## src/rtl/add_sub_pkg.sv

```systemverilog
// rtl/add_sub_pkg.sv - shared constants and state encoding for the nibble-serial add/sub sequencer
package add_sub_pkg;

    localparam int   SLICE_W = 4;
    localparam logic OP_ADD  = 1'b0;
    localparam logic OP_SUB  = 1'b1;

    typedef enum logic [1:0] {
        ST_IDLE = 2'd0,
        ST_RUN  = 2'd1,
        ST_DONE = 2'd2
    } state_t;

endpackage

```

## src/rtl/add_sub_sequencer_if.sv

```systemverilog
// rtl/add_sub_sequencer_if.sv - request/response bundle between a requester (master) and the sequencer (slave)
//   in_valid/in_ready/op/a/b : request handshake and operands
//   out_valid/out_ready      : response handshake
//   result/carry_out/overflow: response payload, busy: operation in flight
interface add_sub_sequencer_if #(
    parameter int WORDS = 4
);
    import add_sub_pkg::*;

    localparam int W = SLICE_W * WORDS;

    logic         in_valid;
    logic         in_ready;
    logic         op;
    logic [W-1:0] a;
    logic [W-1:0] b;
    logic         out_valid;
    logic         out_ready;
    logic [W-1:0] result;
    logic         carry_out;
    logic         overflow;
    logic         busy;

    modport master (
        output in_valid, op, a, b, out_ready,
        input  in_ready, out_valid, result, carry_out, overflow, busy
    );

    modport slave (
        input  in_valid, op, a, b, out_ready,
        output in_ready, out_valid, result, carry_out, overflow, busy
    );

endinterface

```

## src/rtl/add_sub_slice.sv

```systemverilog
// rtl/add_sub_slice.sv - combinational 4-bit add/sub slice, y inverted when op selects subtract
//   x, y : nibble operands        op  : 0 add, 1 subtract (invert y)
//   cin  : carry in               s   : nibble sum, cout : carry out
module add_sub_slice
    import add_sub_pkg::*;
(
    input  logic [SLICE_W-1:0] x,
    input  logic [SLICE_W-1:0] y,
    input  logic               op,
    input  logic               cin,
    output logic [SLICE_W-1:0] s,
    output logic               cout
);

    logic [SLICE_W-1:0] y_eff;
    logic [SLICE_W:0]   sum;

    always_comb begin
        y_eff = y ^ {SLICE_W{op != OP_ADD}};
        sum   = {1'b0, x} + {1'b0, y_eff} + {{SLICE_W{1'b0}}, cin};
    end

    assign s    = sum[SLICE_W-1:0];
    assign cout = sum[SLICE_W];

endmodule

```

## src/rtl/add_sub_sequencer.sv

```systemverilog
// rtl/add_sub_sequencer.sv - wide add/subtract run one nibble per cycle through a single shared slice
//   clk, rst : clock, asynchronous active-high reset
//   bus      : slave side of add_sub_sequencer_if (request in, held response out)
module add_sub_sequencer
    import add_sub_pkg::*;
#(
    parameter int WORDS = 4
) (
    input  logic                clk,
    input  logic                rst,
    add_sub_sequencer_if.slave  bus
);

    localparam int                W        = SLICE_W * WORDS;
    localparam int                IDX_W    = (WORDS > 1) ? $clog2(WORDS) : 1;
    localparam logic [IDX_W-1:0]  IDX_LAST = IDX_W'(WORDS - 1);

    state_t           state_q,     state_d;
    logic [W-1:0]     a_q,         a_d;
    logic [W-1:0]     b_q,         b_d;
    logic             op_q,        op_d;
    logic             carry_q,     carry_d;
    logic [IDX_W-1:0] idx_q,       idx_d;
    logic [W-1:0]     result_q,    result_d;
    logic             carry_out_q, carry_out_d;
    logic             overflow_q,  overflow_d;
    logic             out_valid_q, out_valid_d;
    logic             busy_q,      busy_d;

    logic [SLICE_W-1:0] slice_x;
    logic [SLICE_W-1:0] slice_y;
    logic [SLICE_W-1:0] slice_s;
    logic               slice_cout;

    // The one shared slice sees the nibble selected by idx from the latched operands.
    assign slice_x = a_q[int'(idx_q) * SLICE_W +: SLICE_W];
    assign slice_y = b_q[int'(idx_q) * SLICE_W +: SLICE_W];

    add_sub_slice u_slice (
        .x    (slice_x),
        .y    (slice_y),
        .op   (op_q),
        .cin  (carry_q),
        .s    (slice_s),
        .cout (slice_cout)
    );

    always_comb begin
        state_d     = state_q;
        a_d         = a_q;
        b_d         = b_q;
        op_d        = op_q;
        carry_d     = carry_q;
        idx_d       = idx_q;
        result_d    = result_q;
        carry_out_d = carry_out_q;
        overflow_d  = overflow_q;
        out_valid_d = out_valid_q;
        busy_d      = busy_q;

        case (state_q)
            ST_IDLE: begin
                if (bus.in_valid) begin
                    a_d     = bus.a;
                    b_d     = bus.b;
                    op_d    = bus.op;
                    // Subtract is a + ~b + 1: the +1 enters as the first nibble's carry.
                    carry_d = (bus.op == OP_SUB);
                    idx_d   = '0;
                    busy_d  = 1'b1;
                    state_d = ST_RUN;
                end
            end

            ST_RUN: begin
                result_d[int'(idx_q) * SLICE_W +: SLICE_W] = slice_s;
                carry_d = slice_cout;
                if (idx_q == IDX_LAST) begin
                    carry_out_d = slice_cout;
                    // Signed overflow: operands (after b inversion) agree in sign, sum does not.
                    overflow_d  = (a_q[W-1] == (b_q[W-1] ^ op_q)) &&
                                  (slice_s[SLICE_W-1] != a_q[W-1]);
                    idx_d       = '0;
                    out_valid_d = 1'b1;
                    state_d     = ST_DONE;
                end else begin
                    idx_d = idx_q + 1'b1;
                end
            end

            ST_DONE: begin
                if (bus.out_ready) begin
                    out_valid_d = 1'b0;
                    busy_d      = 1'b0;
                    state_d     = ST_IDLE;
                end
            end

            default: begin
                out_valid_d = 1'b0;
                busy_d      = 1'b0;
                idx_d       = '0;
                state_d     = ST_IDLE;
            end
        endcase
    end

    always_ff @(posedge clk or posedge rst) begin
        if (rst) begin
            state_q     <= ST_IDLE;
            a_q         <= '0;
            b_q         <= '0;
            op_q        <= 1'b0;
            carry_q     <= 1'b0;
            idx_q       <= '0;
            result_q    <= '0;
            carry_out_q <= 1'b0;
            overflow_q  <= 1'b0;
            out_valid_q <= 1'b0;
            busy_q      <= 1'b0;
        end else begin
            state_q     <= state_d;
            a_q         <= a_d;
            b_q         <= b_d;
            op_q        <= op_d;
            carry_q     <= carry_d;
            idx_q       <= idx_d;
            result_q    <= result_d;
            carry_out_q <= carry_out_d;
            overflow_q  <= overflow_d;
            out_valid_q <= out_valid_d;
            busy_q      <= busy_d;
        end
    end

    // in_ready drops with rst directly so no request is taken while reset is held.
    assign bus.in_ready  = (state_q == ST_IDLE) && !rst;
    assign bus.out_valid = out_valid_q;
    assign bus.result    = result_q;
    assign bus.carry_out = carry_out_q;
    assign bus.overflow  = overflow_q;
    assign bus.busy      = busy_q;

endmodule

```

## src/flat_wrapper.sv

```systemverilog
// flat-port wrapper written by rule: the top's interface ports become plain ports
module add_sub_sequencer_flat import add_sub_pkg::*;
#(
    parameter int WORDS = 4
)
  (clk, rst, bus_in_valid, bus_op, bus_a, bus_b, bus_out_ready, bus_in_ready, bus_out_valid, bus_result, bus_carry_out, bus_overflow, bus_busy);
  add_sub_sequencer_if #(.WORDS(WORDS)) bus_i ();
  input  logic clk;
  input  logic rst;
  input wire logic [$bits(bus_i.in_valid)-1:0] bus_in_valid;
  input wire logic [$bits(bus_i.op)-1:0] bus_op;
  input wire logic [$bits(bus_i.a)-1:0] bus_a;
  input wire logic [$bits(bus_i.b)-1:0] bus_b;
  input wire logic [$bits(bus_i.out_ready)-1:0] bus_out_ready;
  output wire logic [$bits(bus_i.in_ready)-1:0] bus_in_ready;
  output wire logic [$bits(bus_i.out_valid)-1:0] bus_out_valid;
  output wire logic [$bits(bus_i.result)-1:0] bus_result;
  output wire logic [$bits(bus_i.carry_out)-1:0] bus_carry_out;
  output wire logic [$bits(bus_i.overflow)-1:0] bus_overflow;
  output wire logic [$bits(bus_i.busy)-1:0] bus_busy;
  assign bus_i.in_valid = bus_in_valid;
  assign bus_i.op = bus_op;
  assign bus_i.a = bus_a;
  assign bus_i.b = bus_b;
  assign bus_i.out_ready = bus_out_ready;
  assign bus_in_ready = bus_i.in_ready;
  assign bus_out_valid = bus_i.out_valid;
  assign bus_result = bus_i.result;
  assign bus_carry_out = bus_i.carry_out;
  assign bus_overflow = bus_i.overflow;
  assign bus_busy = bus_i.busy;
  add_sub_sequencer #(.WORDS(WORDS)) u_core (.clk(clk), .rst(rst), .bus(bus_i));
endmodule
```

## config.mk

```make
export PLATFORM = sky130hd
export DESIGN_NAME = add_sub_sequencer_flat
export DESIGN_NICKNAME = d
export VERILOG_FILES = /design/src/rtl/add_sub_pkg.sv /design/src/rtl/add_sub_sequencer_if.sv /design/src/rtl/add_sub_slice.sv /design/src/rtl/add_sub_sequencer.sv /design/src/flat_wrapper.sv
export SDC_FILE = /design/constraint.sdc
export NUM_CORES = 1
export LEC_CHECK = 0
export ABC_AREA = 1
export CAP_MARGIN = 20
export CORE_MARGIN = 4
export CORE_UTILIZATION = 45
export CTS_CLUSTER_DIAMETER = 60
export CTS_CLUSTER_SIZE = 16
export DETAILED_ROUTE_END_ITERATION = 6
export PLACE_DENSITY = 0.82
export SLEW_MARGIN = 10
export SYNTH_ARGS = -nofsm -noshare
export SYNTH_HDL_FRONTEND = slang
export SYNTH_SLANG_ARGS = --single-unit
```

## constraint.sdc

```tcl
create_clock -name clk -period 2.8 [get_ports clk]
set_input_delay 0.42 -clock clk [delete_from_list [all_inputs] [get_ports clk]]
set_output_delay 0.42 -clock clk [all_outputs]
set_load 0.01 [all_outputs]
```

==> results list <==
* Outcome: finished, final reports clean
- Pwr/cell area: approximately 1300 nW/um^2
- Max-slew headroom at the worst pin: 64.71%
- On the final layout, the worst clock skew is ~0.0055 ns.
* Period minus WS final: roughly 2.4 ns
- In this run the remaining antenna-violating nets after routing total 0.
* Number of sinks handled by clock tree synthesis: 58
- Final Wtd Congestion: ~0.94
- Number of synthesized flops with an enable pin: 0
- The total overflow left after global routing is 0.
- The analysis attributes to cell leakage a power of around 1.8 nW.
- Mapped Nets: between 300 and 400
- Number of post-CTS setup repair buffers: 0
* Final-stage net count: 462
- The first global-routing pass estimated between 10000 and 15000 um of wire.
- In the synthesized netlist, the number of instances is 351.
- Setup violations remaining at the end of the flow were counted as 0.
* Setup slack at placement: around 0.48 ns
* Number of pins exceeding their max-slew limit in the final report: 0
* Top cell type's share of synthesized area: between 50% and 60%
- Total Power Consumption: around 4.7 mW
* Number of filler instances in the final layout: between 500 and 600
* Synth Warn #: 0
* Clock edge transition at the registers on the reported setup and hold paths: roughly 0.06 ns
- Crit path max fanout: 23
- Entering global routing, the biggest net connects 42 pins.
* Final Routed Wirelength: about 6500 um
- Sorting the synthesized cells by area gives the leading types as sky130_fd_sc_hd__dfrtp_1 (51%), sky130_fd_sc_hd__nand2_1 (20%), sky130_fd_sc_hd__ha_1 (4.0%), sky130_fd_sc_hd__inv_1 (3.4%), sky130_fd_sc_hd__nand3_1 (3.0%).
- Height of the die: slightly below 90 um
* Endpoint arrival time on the critical path: approximately 2.6 ns
- Flip-flop and latch count after synthesis: 58
- Post-synth ARST share: 100.0%
* Max Root-Sink Buffers: 2
- The netlist uses 24 different library cells.
- Once the floorplan was initialized, standard cells occupied ~47% of the core.
* Layout overhead on the synthesized area: 30.65%
- Drt pass-1 iters: 5
- PnR worst setup slack: around 0.43 ns
* Insertion delay to the later sink of the worst-skew pair: between 0.3 and 0.4 ns
- Post-synthesis area per instance: 8.060 sq um
- Measured slew at the worst slew-check pin: between 0.5 and 0.6 ns
- The number of hold-slack violations in the final timing report came to 0.
- DP Area: between 3000 and 4000 sq um
* Fraction of layout instances using a drive strength above 1: under 10%
- Post-detailed-route DRC marker count: 0
* Unrepaired setup endpoints after global routing: no
- Counting the buffers created by CTS gives 9.
- Critical path start-end classification: reg2reg
* Number of port buffers: 57
* Drt initial violations: 92
- Endpoint type of the worst setup path: flip-flop
- Across all hold checks on the routed design, the worst slack comes to 0.4264 ns.
* Clock Tree Root: sky130_fd_sc_hd__clkbuf_8
- The H-tree generated during clock tree synthesis spans 3 levels.
- The routed layout has roughly 2.5k vias.
- Post-Layout Inst Area: about 3700 sq um
- Tcrit/Tclk final: about 85%
- The number of antenna diodes in the final layout is 0.
- Achievable Freq: approximately 420 MHz
- By count the netlist is led by sky130_fd_sc_hd__nand2_1 (151), sky130_fd_sc_hd__dfrtp_1 (58), sky130_fd_sc_hd__inv_1 (26).
- DIE AREA: approximately 7600 sq um
- TritonCTS clock tree: built
- The initialized floorplan defines 28 standard-cell rows.
- Via/cell ratio: ~5.0
- For the final routed database, the setup TNS stands at 0 ns.
* Max-cap check violation count: 0
* GR Util All Layers: a little under a fifth
- Kind of launch point of the worst setup path: flip-flop
* Number of antenna violations at the first check in global routing: 0
- Detailed placement ended at an HPWL of a little under 5000 um.
* IR Drop Worst-Case VDD: between 0.6 and 0.7 mV
- Via count of the first global-routing pass: roughly 2.5k
* Post-DR wirelength/cell: 13.23 um
- Buffers inserted to repair hold after CTS numbered 0.
- By instance count, the leading cell after synthesis is sky130_fd_sc_hd__nand2_1.
* Post-synthesis cell area: between 2000 and 3000 sq um
- For this design the top-level I/O count stands at between 50 and 60.
- HP Class: in2async
- Number of gates resized after cts: 0
- The largest total area in the synthesized netlist belongs to sky130_fd_sc_hd__dfrtp_1.
* Synth Flop Type: sky130_fd_sc_hd__dfrtp_1
- From left edge to right edge, the die measures 87.29 um.
- Core area: around 6000 sq um
- Required time of the critical path: roughly 3.0 ns
- Sequential cells were found to cover between 50% and 60% of the synthesized design area.
[registers in the layout, summed over array words and instances, names as in the netlist]
signal / cells
u_core.a_q: 16
u_core.b_q: 16
u_core.bus.result: 16
u_core.idx_q: 2
u_core.state_q: 2
u_core.bus.busy: 1
u_core.bus.carry_out: 1
u_core.bus.out_valid: 1
u_core.bus.overflow: 1
u_core.carry_q: 1
u_core.op_q: 1
[layout make-up]
type	count	area (sq um)	share of cell area [%]
Timing Repair Buffer	63	628.1	16.99
Clock inverter	2	35.03	0.9479
Multi-Input combinational cell	253	1210	32.74
Sequential cell	58	1451	39.27
Inverter	29	108.9	2.945
Clock buffer	13	168.9	4.570
Tap cell	75	93.84	2.539
[power breakdown]
part	switching, mW	internal (mW)
clock network	0.314	0.477
logic	1.53	0.967
registers	0.227	1.19
total	2.07	2.64
[per-stage QoR]
stage	utilization (%)	std cells
finish	61.34	493
floorplan	-	351
global route	61.34	493
global placement	57.95	478
detailed placement	57.95	478
CTS	61.34	493
[worst max-delay path, cell delays in order, from the launching register on]
cell and delay (ns):
sky130_fd_sc_hd__dfrtp_1 0.39, sky130_fd_sc_hd__buf_4 0.22, sky130_fd_sc_hd__nand2_1 0.09, sky130_fd_sc_hd__nand3_1 0.07, sky130_fd_sc_hd__nand2_1 0.10, sky130_fd_sc_hd__xor2_1 0.19
sky130_fd_sc_hd__fa_1 0.20, sky130_fd_sc_hd__inv_1 0.07, sky130_fd_sc_hd__fa_1 0.40, sky130_fd_sc_hd__xnor2_1 0.28, sky130_fd_sc_hd__nor2_1 0.07, sky130_fd_sc_hd__nand2_1 0.10
sky130_fd_sc_hd__o21ai_1 0.07
[layout by cell type, fill, tap and decap left out, drive strengths merged]
cell and instances:
a211oi 1, a21oi 14, buf 6, bufinv 1, clkbuf 13, clkdlybuf4s50 57
clkinv 1, dfrtp 58, fa 2, ha 9, inv 29, nand2 154
nand3 17, nand4 2, nor2 13, nor3 4, o21ai 24, o21bai 2
o31ai 3, or2 1, xnor2 2, xor2 5
[worst paths after layout]
path	startpoint	to	slack, ns	cells past startpoint
max	u_core.idx_q[0]	u_core.bus.result[6]	0.43	12
min	rst	u_core.b_q[0]	0.43	2
max reg2reg	u_core.idx_q[0]	u_core.bus.result[6]	0.43	12
min reg2reg	u_core.bus.result[3]	u_core.bus.result[3]	0.48	2
max in group asynchronous	rst	u_core.op_q	1.83	3
min in group clk	u_core.bus.result[3]	u_core.bus.result[3]	0.48	2
[kinds of logic (layout without fill, tap and decap cells)]
group | after synthesis | in the layout | share of synthesized area (%)
AO/OA/AOI/OAI | 44 | 44 | 8.315
XOR/XNOR | 7 | 7 | 2.167
AND/OR/NAND/NOR | 191 | 191 | 26.89
flip-flops | 58 | 58 | 51.30
adder cells (fa/ha/maj) | 11 | 11 | 5.396
buffers and inverters | 40 | 107 | 5.926
[per-layer routing]
layer | share of wire [%] | routed length [um] | track usage (%)
met4 | 1.8 | 117 | 6.276
met1 | 43 | 2778 | 23.28
met3 | 7.0 | 455 | 6.339
met5 | 0 | 0 | 0
met2 | 49 | 3171 | 31.44
(Power assumes the default switching activity.)
